File: src/rtl/fan_pkg.sv
// Shared constants, FSM state type and derived slope for the fan duty scheduler.
package fan_pkg;

    localparam int TEMP_W_DEF    = 8;
    localparam int DUTY_W_DEF    = 14;
    localparam int PERIOD_DEF    = 10000;
    localparam int DUTY_MIN_DEF  = 4000;
    localparam int DUTY_MAX_DEF  = 10000;
    localparam int T_LOW_DEF     = 40;
    localparam int T_HIGH_DEF    = 70;
    localparam int T_CRIT_DEF    = 85;
    localparam int HYST_DEF      = 3;
    localparam int RAMP_STEP_DEF = 100;
    localparam int RAMP_DIV_DEF  = 50000;
    localparam int TIMEOUT_DEF   = 2_000_000;

    typedef enum logic [1:0] {
        S_WAIT,
        S_CALC,
        S_APPLY
    } fan_state_e;

    // On-count added per degree between the two breakpoints (floored).
    function automatic int calc_slope(input int duty_min, input int duty_max,
                                      input int t_low, input int t_high);
        return (duty_max - duty_min) / (t_high - t_low);
    endfunction

endpackage

File: src/rtl/fan_ramp.sv
// Duty stepper: free-running prescaler, fixed-step ramp toward the target,
// and an immediate jump to full duty.
module fan_ramp
    import fan_pkg::*;
#(
    parameter int DUTY_W    = DUTY_W_DEF,
    parameter int DUTY_MAX  = DUTY_MAX_DEF,
    parameter int RAMP_STEP = RAMP_STEP_DEF,
    parameter int RAMP_DIV  = RAMP_DIV_DEF
) (
    input  logic              clk,
    input  logic              reset,
    input  logic              jump,
    input  logic [DUTY_W-1:0] target,
    input  logic [DUTY_W-1:0] target_nxt,
    output logic [DUTY_W-1:0] duty_o,
    output logic              duty_update,
    output logic              at_target
);

    localparam int                PRE_W  = $clog2(RAMP_DIV);
    localparam logic [PRE_W-1:0]  PRE_TC = PRE_W'(RAMP_DIV - 1);
    localparam logic [DUTY_W-1:0] DMAX_V = DUTY_W'(DUTY_MAX);
    localparam logic [DUTY_W-1:0] STEP_V = DUTY_W'(RAMP_STEP);
    localparam logic [DUTY_W:0]   STEP_X = (DUTY_W + 1)'(RAMP_STEP);

    logic [PRE_W-1:0]  pre_cnt;
    logic              tick;
    logic [DUTY_W-1:0] duty_nxt;
    logic [DUTY_W:0]   up_sum;
    logic [DUTY_W:0]   gap;

    assign tick = (pre_cnt == PRE_TC);

    // Prescaler: counts 0..RAMP_DIV-1, tick on terminal count.
    always_ff @(posedge clk or posedge reset) begin
        if (reset)
            pre_cnt <= '0;
        else if (tick)
            pre_cnt <= '0;
        else
            pre_cnt <= pre_cnt + PRE_W'(1);
    end

    // Next duty: jump wins, otherwise one clamped step toward the registered target.
    always_comb begin
        duty_nxt = duty_o;
        up_sum   = {1'b0, duty_o} + STEP_X;
        gap      = '0;
        if (jump) begin
            duty_nxt = DMAX_V;
        end else if (tick) begin
            if (duty_o < target) begin
                duty_nxt = (up_sum >= {1'b0, target}) ? target : up_sum[DUTY_W-1:0];
            end else if (duty_o > target) begin
                gap      = {1'b0, duty_o - target};
                duty_nxt = (gap <= STEP_X) ? target : duty_o - STEP_V;
            end
        end
    end

    // Duty register with change pulse and target-match flag.
    always_ff @(posedge clk or posedge reset) begin
        if (reset) begin
            duty_o      <= DMAX_V;
            duty_update <= 1'b0;
            at_target   <= 1'b1;
        end else begin
            duty_o      <= duty_nxt;
            duty_update <= (duty_nxt != duty_o);
            at_target   <= (duty_nxt == target_nxt);
        end
    end

endmodule

File: src/rtl/fan_duty_sched.sv
// Thermal duty scheduler: sample intake FSM, temperature-to-target mapping
// with hysteresis, over-temperature and sensor-timeout failsafes.
//
// state   | meaning
// S_WAIT  | ready for a sample; handshake captures temperature
// S_CALC  | map captured temperature to a raw on-count
// S_APPLY | hysteresis/overtemp decision, write target
module fan_duty_sched
    import fan_pkg::*;
#(
    parameter int TEMP_W    = TEMP_W_DEF,
    parameter int DUTY_W    = DUTY_W_DEF,
    parameter int PERIOD    = PERIOD_DEF,
    parameter int DUTY_MIN  = DUTY_MIN_DEF,
    parameter int DUTY_MAX  = DUTY_MAX_DEF,
    parameter int T_LOW     = T_LOW_DEF,
    parameter int T_HIGH    = T_HIGH_DEF,
    parameter int T_CRIT    = T_CRIT_DEF,
    parameter int HYST      = HYST_DEF,
    parameter int RAMP_STEP = RAMP_STEP_DEF,
    parameter int RAMP_DIV  = RAMP_DIV_DEF,
    parameter int TIMEOUT   = TIMEOUT_DEF
) (
    input  logic              clk,
    input  logic              reset,
    input  logic              temp_valid,
    input  logic [TEMP_W-1:0] temp_data,
    output logic              temp_ready,
    output logic [DUTY_W-1:0] duty_o,
    output logic              duty_update,
    output logic              at_target,
    output logic              overtemp,
    output logic              stale
);

    // Never command more on-time than the PWM period holds.
    localparam int DUTY_CAP = (DUTY_MAX < PERIOD) ? DUTY_MAX : PERIOD;
    localparam int SLOPE    = calc_slope(DUTY_MIN, DUTY_MAX, T_LOW, T_HIGH);
    localparam int PW       = TEMP_W + DUTY_W;
    localparam int HW       = TEMP_W + 2;
    localparam int TO_W     = $clog2(TIMEOUT + 1);

    localparam logic [DUTY_W-1:0] DMAX_V   = DUTY_W'(DUTY_CAP);
    localparam logic [DUTY_W-1:0] DMIN_V   = DUTY_W'(DUTY_MIN);
    localparam logic [TEMP_W-1:0] T_LOW_V  = TEMP_W'(T_LOW);
    localparam logic [TEMP_W-1:0] T_HIGH_V = TEMP_W'(T_HIGH);
    localparam logic [TEMP_W-1:0] T_CRIT_V = TEMP_W'(T_CRIT);
    localparam logic [TO_W-1:0]   TO_MAX   = TO_W'(TIMEOUT);

    fan_state_e        state, state_nxt;
    logic              hs;
    logic [TEMP_W-1:0] temp_q;
    logic [TEMP_W-1:0] last_temp, last_nxt;
    logic [DUTY_W-1:0] raw_q, raw_nxt;
    logic [DUTY_W-1:0] target_q, target_nxt;
    logic [PW-1:0]     prod, sum;
    logic [HW-1:0]     hyst_sum;
    logic [TO_W-1:0]   to_cnt, to_nxt;
    logic              ovt_nxt, stale_nxt, jump;

    assign hs = temp_valid & temp_ready;

    // State register.
    always_ff @(posedge clk or posedge reset) begin
        if (reset)
            state <= S_WAIT;
        else
            state <= state_nxt;
    end

    // Next state and ready: one sample in flight, accepted only while waiting.
    always_comb begin
        state_nxt  = state;
        temp_ready = 1'b0;
        unique case (state)
            S_WAIT: begin
                temp_ready = 1'b1;
                if (temp_valid)
                    state_nxt = S_CALC;
            end
            S_CALC:  state_nxt = S_APPLY;
            S_APPLY: state_nxt = S_WAIT;
            default: state_nxt = S_WAIT;
        endcase
    end

    // Piecewise-linear temperature to on-count map, clamped to full duty.
    always_comb begin
        prod = PW'(temp_q - T_LOW_V) * PW'(SLOPE);
        sum  = prod + PW'(DUTY_MIN);
        if (temp_q <= T_LOW_V)
            raw_nxt = DMIN_V;
        else if (temp_q >= T_HIGH_V)
            raw_nxt = DMAX_V;
        else if (sum > PW'(DUTY_CAP))
            raw_nxt = DMAX_V;
        else
            raw_nxt = sum[DUTY_W-1:0];
    end

    // Timeout, overtemp and hysteresis decisions; failsafe jump overrides the target write.
    always_comb begin
        to_nxt     = to_cnt;
        stale_nxt  = stale;
        ovt_nxt    = overtemp;
        target_nxt = target_q;
        last_nxt   = last_temp;
        jump       = 1'b0;
        hyst_sum   = {2'b00, temp_q} + HW'(HYST);

        if (hs) begin
            to_nxt    = '0;
            stale_nxt = 1'b0;
        end else if (to_cnt != TO_MAX) begin
            to_nxt = to_cnt + TO_W'(1);
            if (to_nxt == TO_MAX) begin
                stale_nxt = 1'b1;
                jump      = 1'b1;
            end
        end

        if (state == S_APPLY) begin
            if (temp_q >= T_CRIT_V) begin
                ovt_nxt = 1'b1;
                jump    = 1'b1;
            end else if (overtemp && (hyst_sum < {2'b00, T_CRIT_V})) begin
                ovt_nxt = 1'b0;
            end

            if (ovt_nxt) begin
                target_nxt = DMAX_V;
                last_nxt   = temp_q;
            end else if (raw_q >= target_q) begin
                target_nxt = raw_q;
                last_nxt   = temp_q;
            end else if (hyst_sum <= {2'b00, last_temp}) begin
                target_nxt = raw_q;
                last_nxt   = temp_q;
            end
        end

        if (jump)
            target_nxt = DMAX_V;
    end

    // Sample capture, raw pipeline stage, target and flag registers.
    always_ff @(posedge clk or posedge reset) begin
        if (reset) begin
            temp_q    <= '0;
            raw_q     <= DMAX_V;
            target_q  <= DMAX_V;
            last_temp <= '1;
            overtemp  <= 1'b0;
            stale     <= 1'b0;
            to_cnt    <= '0;
        end else begin
            if (hs)
                temp_q <= temp_data;
            if (state == S_CALC)
                raw_q <= raw_nxt;
            target_q  <= target_nxt;
            last_temp <= last_nxt;
            overtemp  <= ovt_nxt;
            stale     <= stale_nxt;
            to_cnt    <= to_nxt;
        end
    end

    fan_ramp #(
        .DUTY_W    (DUTY_W),
        .DUTY_MAX  (DUTY_CAP),
        .RAMP_STEP (RAMP_STEP),
        .RAMP_DIV  (RAMP_DIV)
    ) u_ramp (
        .clk         (clk),
        .reset       (reset),
        .jump        (jump),
        .target      (target_q),
        .target_nxt  (target_nxt),
        .duty_o      (duty_o),
        .duty_update (duty_update),
        .at_target   (at_target)
    );

endmodule

File: config.mk
export PLATFORM = sky130hd
export DESIGN_NAME = fan_duty_sched
export DESIGN_NICKNAME = d
export VERILOG_FILES = /design/src/rtl/fan_pkg.sv /design/src/rtl/fan_ramp.sv /design/src/rtl/fan_duty_sched.sv
export SDC_FILE = /design/constraint.sdc
export NUM_CORES = 1
export LEC_CHECK = 0
export CAP_MARGIN = 15
export CORE_MARGIN = 2
export CORE_UTILIZATION = 60
export DETAILED_ROUTE_END_ITERATION = 10
export HOLD_SLACK_MARGIN = 0.12
export PLACE_DENSITY = 0.85
export SLEW_MARGIN = 20
export SYNTH_ARGS = -nofsm -noshare
export SYNTH_HDL_FRONTEND = slang
export SYNTH_SLANG_ARGS = --single-unit
File: constraint.sdc
create_clock -name clk -period 9.2 [get_ports clk]
set_clock_uncertainty 0.1 [all_clocks]
set_input_delay 1.38 -clock clk [delete_from_list [all_inputs] [get_ports clk]]
set_output_delay 1.38 -clock clk [all_outputs]
set_load 0.01 [all_outputs]
==> results by group, run 1 <==
Floorplanning
  • Die width: 130 um
  • Initial Util: between 60% and 70%
  • Die Height: 130 um
  • Row count: between 40 and 50
  • I/O pins: 30
  • Core area: 15,300 um^2
  • DIE AREA: 16,800 um^2

Logic synthesis
  • Post-synth EDFFs: 0
  • Ys flop type: dfrtp_1
  • Cell taking the most area after synthesis: dfrtp_1
  • Post-synth top area share: between 10% and 20%
  • Compound-Gate Fraction of Synth Area: a little over a fifth
  • Post-Synth Simple-Gate Area: 22.8%
  • Post-Synthesis Cells: roughly 1,200
  • Largest family of logic cells by synthesized area: simple AND/OR/NAND/NOR gates
  • FFs w/ async S/R, synth: between 90% and 100%
  • Post-synth net total: between 1,000 and 1,500
  • Yosys reg bits: 98
  • Yosys synthesis warning count: 0
  • Synthesized cell area: approximately 9500 um^2
  • Adder-cell share of the synthesized area: 13.4%
  • Post-synthesis mux area share: 1.94%
  • Synth unique cells: 82
  • Post-synthesis xor/xnor area fraction: 8.04%
  • Avg Inst Size Synth: 8.09 um^2
  • Cells taking the most area after synthesis: dfrtp_1, ha_1, dfstp_2, xnor2_1, nor2_1
  • Share of the yosys chip area belonging to registers: 26.2%

Route
  • Drt wl/cell: 19.9 um
  • TritonRoute pass-1 iters: 6
  • Routed WL: 27,400 um
  • DRT iter0 DRCs: 935
  • Post-route ant nets: 0
  • Vias per cell: between 6 and 7
  • DRC: 0
  • Via count: 9,123

CTS
  • Max clock buf depth: 2
  • H-tree level count: 3
  • Later-pin clock latency in the skew report: 0.36 ns
  • # Post-CTS Setup Buffers: 0
  • PostCTS Resize Cnt: 0
  • CTS tree: built
  • Root Buffer: clkbuf_16
  • Hold buffers post-CTS: 0
  • Cts bufs inserted: 9
  • Total clock sinks: 98
  • Clock transition at the registers of the reported paths: 0.08 ns

Timing
  • Fmax: 180 MHz
  • Sum Neg Setup Slack: 0 ns
  • Final slew viol count: 0
  • Final number of setup-violating endpoints: 0
  • Worst-margin pin slew: ~1.1 ns
  • Final period util: 60.4%
  • RSZ-0062 raised after global routing: no
  • Max-slew headroom: roughly 29%
  • Min cycle time layout: approximately 5.6 ns
  • Fin. Hold Viols: 0

Place
  • Port bufs: 29
  • Final GP Congestion: 1.04
  • Hpwl dp: 20,200 um

Critical path
  • CP peak stage delay: 0.76 ns
  • Setup CP Type: reg2reg
  • Critical Path RT: 9.33 ns
  • Most frequent CP cell: ha_1
  • Crit start category: flop
  • Crit path DAT: 5.69 ns
  • Critical Path Fanout Max: 26
  • Crit path cell chain: ha_1 > a211oi_1 > nor3_1 > xnor2_1 > ha_1 > nand3_1 > or3_1 > o211ai_1 > buf_4 > nor3b_1 > a221o_1 > o21ai_0 > a211oi_2 > o221ai_1 > or4_1
  • Crit. End Element: flop
  • Slowest CP cell: nor3b_1

Finish
  • Most frequent cells in the layout: nor2_1, nand2_1, ha_1, inv_1, dfrtp_1
  • Layout cells sized above 1: under 10%
  • # nets final: 1,269
  • Commonest non-fill, non-tap cell in the layout: nor2_1
  • Synthesis-to-finish area growth: 7.51%
  • Diode count: 0

Hold path
  • Worst hold path type: reg2reg

GRT
  • Total global-route track usage: 33.5%
  • Initial antenna violation count: 0
  • First-pass GRT wire length: about 44,000 um
  • Vias in the first global route: 8,621
  • Largest net degree at the start of global routing: 63
  • GR Overflow Total: 0

Flow run
  • Maxcap violations: 0

Run status
  • Outcome: finished clean
## path summary, 6_finish.rpt
check	start	endpoint	slack [ns]	depth (start not counted)
max	u_ramp.duty_o[2]	u_ramp.duty_update	3.64	15
min	last_temp[0]	last_temp[0]	0.41	2
max reg2reg	u_ramp.duty_o[2]	u_ramp.duty_update	3.64	15
min reg2reg	last_temp[0]	last_temp[0]	0.41	2
max in group asynchronous	reset	state[1]	6.54	3
min in group asynchronous	reset	u_ramp.duty_o[2]	1.30	2
## metal layers
layer | wire, um | track usage [%]
met3 | 2460 | 7.23
met2 | 12700 | 53.8
met1 | 11000 | 44.2
met4 | 1240 | 13.8
met5 | 0 | 0
## cell type report
class / count / area, um^2
Fill cell: 1311 / 5130
Tap cell: 211 / 264
Clock buffer: 11 / 233
Multi-Input combinational cell: 933 / 6440
Timing Repair Buffer: 38 / 358
Clock inverter: 5 / 108
Inverter: 81 / 307
Sequential cell: 98 / 2480
## flip-flops by register name (all words and copies together) (netlist names)
| signal | flops |
|---|---|
| u_ramp.duty_update | 1 |
| overtemp | 1 |
| u_ramp.pre_cnt | 16 |
| state | 2 |
| raw_q | 11 |
| u_ramp.duty_o | 14 |
| temp_q | 8 |
| stale | 1 |
| to_cnt | 21 |
| target_q | 14 |
| last_temp | 8 |
| u_ramp.at_target | 1 |
## worst max-delay path: cells and delay by family (launching register included)
kind | cells | cell delay [ns]
and+or+nand+nor | 5 | 1.94
AOI/OAI and AO/OA | 6 | 1.60
DFF | 1 | 0.59
buffers and inverters | 1 | 0.32
adders and majority gates | 2 | 0.68
xor gates and xnor gates | 1 | 0.17
## kinds of logic (layout without fill, tap and decap cells)
kind of cell,count (synthesis),count (layout)
AO/OA/AOI/OAI,296,296
AND/OR/NAND/NOR,435,435
flip-flops,98,98
multiplexers,18,18
buffers and inverters,140,135
XOR/XNOR,87,87
adder cells (fa/ha/maj),97,97
## stage by stage
step | instance area, um^2 | hold WS (ns) | setup slack (ns) | std cells | utilization [%]
after floorplan | 9480 | 0.347 | 4.30 | 1171 | -
after global placement | 9840 | 0.371 | 3.55 | 1361 | 64.3
after detailed placement | 9840 | 0.389 | 3.52 | 1361 | 64.3
after CTS | 10200 | 0.405 | 3.48 | 1377 | 66.5
after global routing | 10200 | 0.429 | 3.29 | 1377 | 66.5
final | 10200 | 0.406 | 3.64 | 1377 | 66.5
## cell usage after synthesis, types with 7 or more instances
| library cell | number |
|---|---|
| nor3b_1 | 11 |
| and3_1 | 15 |
| and2_1 | 8 |
| nand2b_1 | 15 |
| a211o_1 | 7 |
| a211oi_1 | 13 |
| or3_1 | 13 |
| fa_1 | 8 |
| o32ai_1 | 9 |
| nor3_1 | 31 |
| ha_1 | 89 |
| o21ai_0 | 61 |
| buf_2 | 15 |
| o21a_1 | 7 |
| nor4_1 | 10 |
| a31oi_1 | 16 |
| dfrtp_1 | 74 |
| a21oi_1 | 55 |
| nor2_1 | 116 |
| dfstp_2 | 24 |
| inv_1 | 79 |
| clkbuf_1 | 35 |
| xnor2_1 | 55 |
| nand4_1 | 20 |
| nand2_1 | 99 |
| xor2_1 | 32 |
| nor2b_1 | 7 |
| a22o_1 | 10 |
| a21o_1 | 11 |
| mux2i_1 | 15 |
| o22ai_1 | 11 |
| o211ai_1 | 13 |
| nand3_1 | 58 |
Power of run 1 is not shown: default switching activity piles up to over one toggle a cycle in this logic, so the estimate is an artifact.
==> run 2, diff against run 1 <==
- CORE_UTILIZATION: 60 -> 57
- clock period: 9.2 -> 4.7 ns (I/O delays scaled with it)
==> run 2 against run 1 <==
Net effect: non-clock buffer count is 133 higher; critical path type unchanged; wire length is 14% higher; fmax is 19% higher.
==> results by group, run 2 (synthesized netlist as in run 1, its figures left out) <==
Run status
  • Outcome: finished clean

Floorplanning
  • Die width: approximately 130 um
  • Die Height: roughly 130 um
  • Core area: 16,400 um^2
  • Row count: 47
  • I/O pins: 30
  • Initial Util: 57.8%
  • DIE AREA: 17,700 um^2

Place
  • Final GP Congestion: 1.01
  • Hpwl dp: 22,700 um
  • Port bufs: 29
  • Place WS: -0.536 ns

Route
  • DRT iter0 DRCs: between 1,000 and 1,500
  • Via count: 9,871
  • DRC: 0
  • Routed WL: 31,300 um
  • Vias per cell: 6.50
  • Drt wl/cell: 20.6 um
  • Post-route ant nets: 0
  • TritonRoute pass-1 iters: 7

Critical path
  • Critical Path Fanout Max: 3
  • R2R Setup Slk: between 0.03 and 0.04 ns
  • Setup CP Type: reg2reg
  • Crit path DAT: 4.81 ns
  • Crit path from: u_ramp.duty_o[3]
  • Reg2reg start: u_ramp.duty_o[3]
  • Crit. End Element: flop
  • Worst Setup EP: u_ramp.duty_update
  • End of the worst register-to-register path: u_ramp.duty_update
  • R2R depth: 22
  • Crit start category: flop
  • Critical Path RT: 4.84 ns

CTS
  • Later-pin clock latency in the skew report: 0.37 ns
  • Clock transition at the registers of the reported paths: 0.08 ns
  • Total clock sinks: 98
  • Max clock buf depth: 2
  • Cts bufs inserted: 9
  • CTS tree: built
  • Root Buffer: clkbuf_16
  • H-tree level count: 3

Finish
  • Fill cells: between 1,000 and 1,500
  • Max reg flops: 21
  • Multi-input gate area: 6950 um^2
  • Top Registers: to_cnt: 21 flops, u_ramp.pre_cnt: 16 flops
  • Diode count: 0
  • Layout cells sized above 1: a little under a quarter
  • Biggest register: to_cnt
  • Register Area: 2490 um^2
  • Commonest non-fill, non-tap cell in the layout: buf_4
  • Most frequent cells in the layout: buf_4, nor2_1, nand2_1, ha_1, inv_1
  • # nets final: roughly 1,400
  • Synthesis-to-finish area growth: 24.1%

Timing
  • Final slew viol count: 0
  • Setup ws final: 0.0312 ns
  • Fin. Hold Viols: 0
  • Max-slew headroom: 43.2%
  • Final period util: 99.3%
  • Final number of setup-violating endpoints: 0
  • Worst-margin pin slew: about 0.85 ns
  • RSZ-0062 raised after global routing: yes
  • Min cycle time layout: ~4.7 ns
  • Fmax: 214 MHz

GRT
  • Vias in the first global route: 9,400
  • Initial antenna violation count: 0
  • First-pass GRT wire length: approximately 48,000 um
  • Total global-route track usage: 34.4%
  • GR Overflow Total: 0
  • Largest net degree at the start of global routing: 70

Flow run
  • Maxcap violations: 0

Hold path
  • Worst hold path type: reg2reg
  • Hold Crit Depth: 2
-- run 2: worst max-delay path, cell delays in order (launching register included) --
cell and delay [ns]:
dfrtp_1 0.41, ha_2 0.22, buf_6 0.12, and2_4 0.16
o21ai_2 0.13, nand2b_1 0.09, ha_1 0.31, nand4_1 0.10
nor2_2 0.06, a2111oi_4 0.41, o211ai_1 0.17, buf_4 0.17
buf_6 0.11, or3_4 0.39, buf_6 0.14, o21ai_2 0.09
a22o_1 0.17, a211oi_2 0.06, buf_4 0.17, nand3_4 0.08
a31oi_4 0.09, a211o_1 0.23, or4_1 0.54
-- run 2: layout make-up --
cell class | instances | share of cell area (%)
Clock buffer | 9 | 1.91
Timing Repair Buffer | 171 | 12.1
Multi-Input combinational cell | 933 | 59.1
Tap cell | 220 | 2.34
Sequential cell | 98 | 21.1
Inverter | 81 | 2.64
Clock inverter | 7 | 0.830
-- run 2: worst min path at each step --
stage / endpoint / slack [ns] / start
6_report: last_temp[0] / 0.39 / last_temp[0]
3_5_place_dp: last_temp[0] / 0.38 / last_temp[0]
2_1_floorplan: u_ramp.pre_cnt[0] / 0.35 / u_ramp.pre_cnt[0]
5_1_grt: u_ramp.pre_cnt[0] / 0.41 / u_ramp.pre_cnt[0]
3_3_place_gp: stale / 0.36 / stale
4_1_cts: last_temp[0] / 0.39 / last_temp[0]
-- run 2: repair_timing --
action / in CTS / in global routing
buffers inserted: 3 / 27
hold buffers: 0 / 0
pin swaps: 5 / 58
endpoints found under the setup margin: 13 / 13
resized for setup: 20 / 96
-- run 2: routing by layer --
layer	GRT usage (%)	wire length, um	vias to the layer above
met4	17.7	1800	0
met2	57.9	15100	498
met1	42.8	11900	4743
met3	5.10	2520	136
li1	-	-	4494
met5	0	0	-
-- run 2: per-stage QoR --
| step | instance area [um^2] | hold WS, ns | TNS [ns] | utilization (%) | cells |
|---|---|---|---|---|---|
| 5_1_grt | 11800 | 0.407 | -0.536 | 71.7 | 1519 |
| 2_1_floorplan | 9490 | 0.347 | 0 | - | 1171 |
| 4_1_cts | 11100 | 0.392 | 0 | 67.8 | 1492 |
| 3_5_place_dp | 10700 | 0.382 | -2.36 | 65.0 | 1473 |
| 6_report | 11800 | 0.389 | 0 | 71.7 | 1519 |
| 3_3_place_gp | 10700 | 0.362 | -0.932 | 65.0 | 1473 |
Power of run 2 is left out for the same reason.
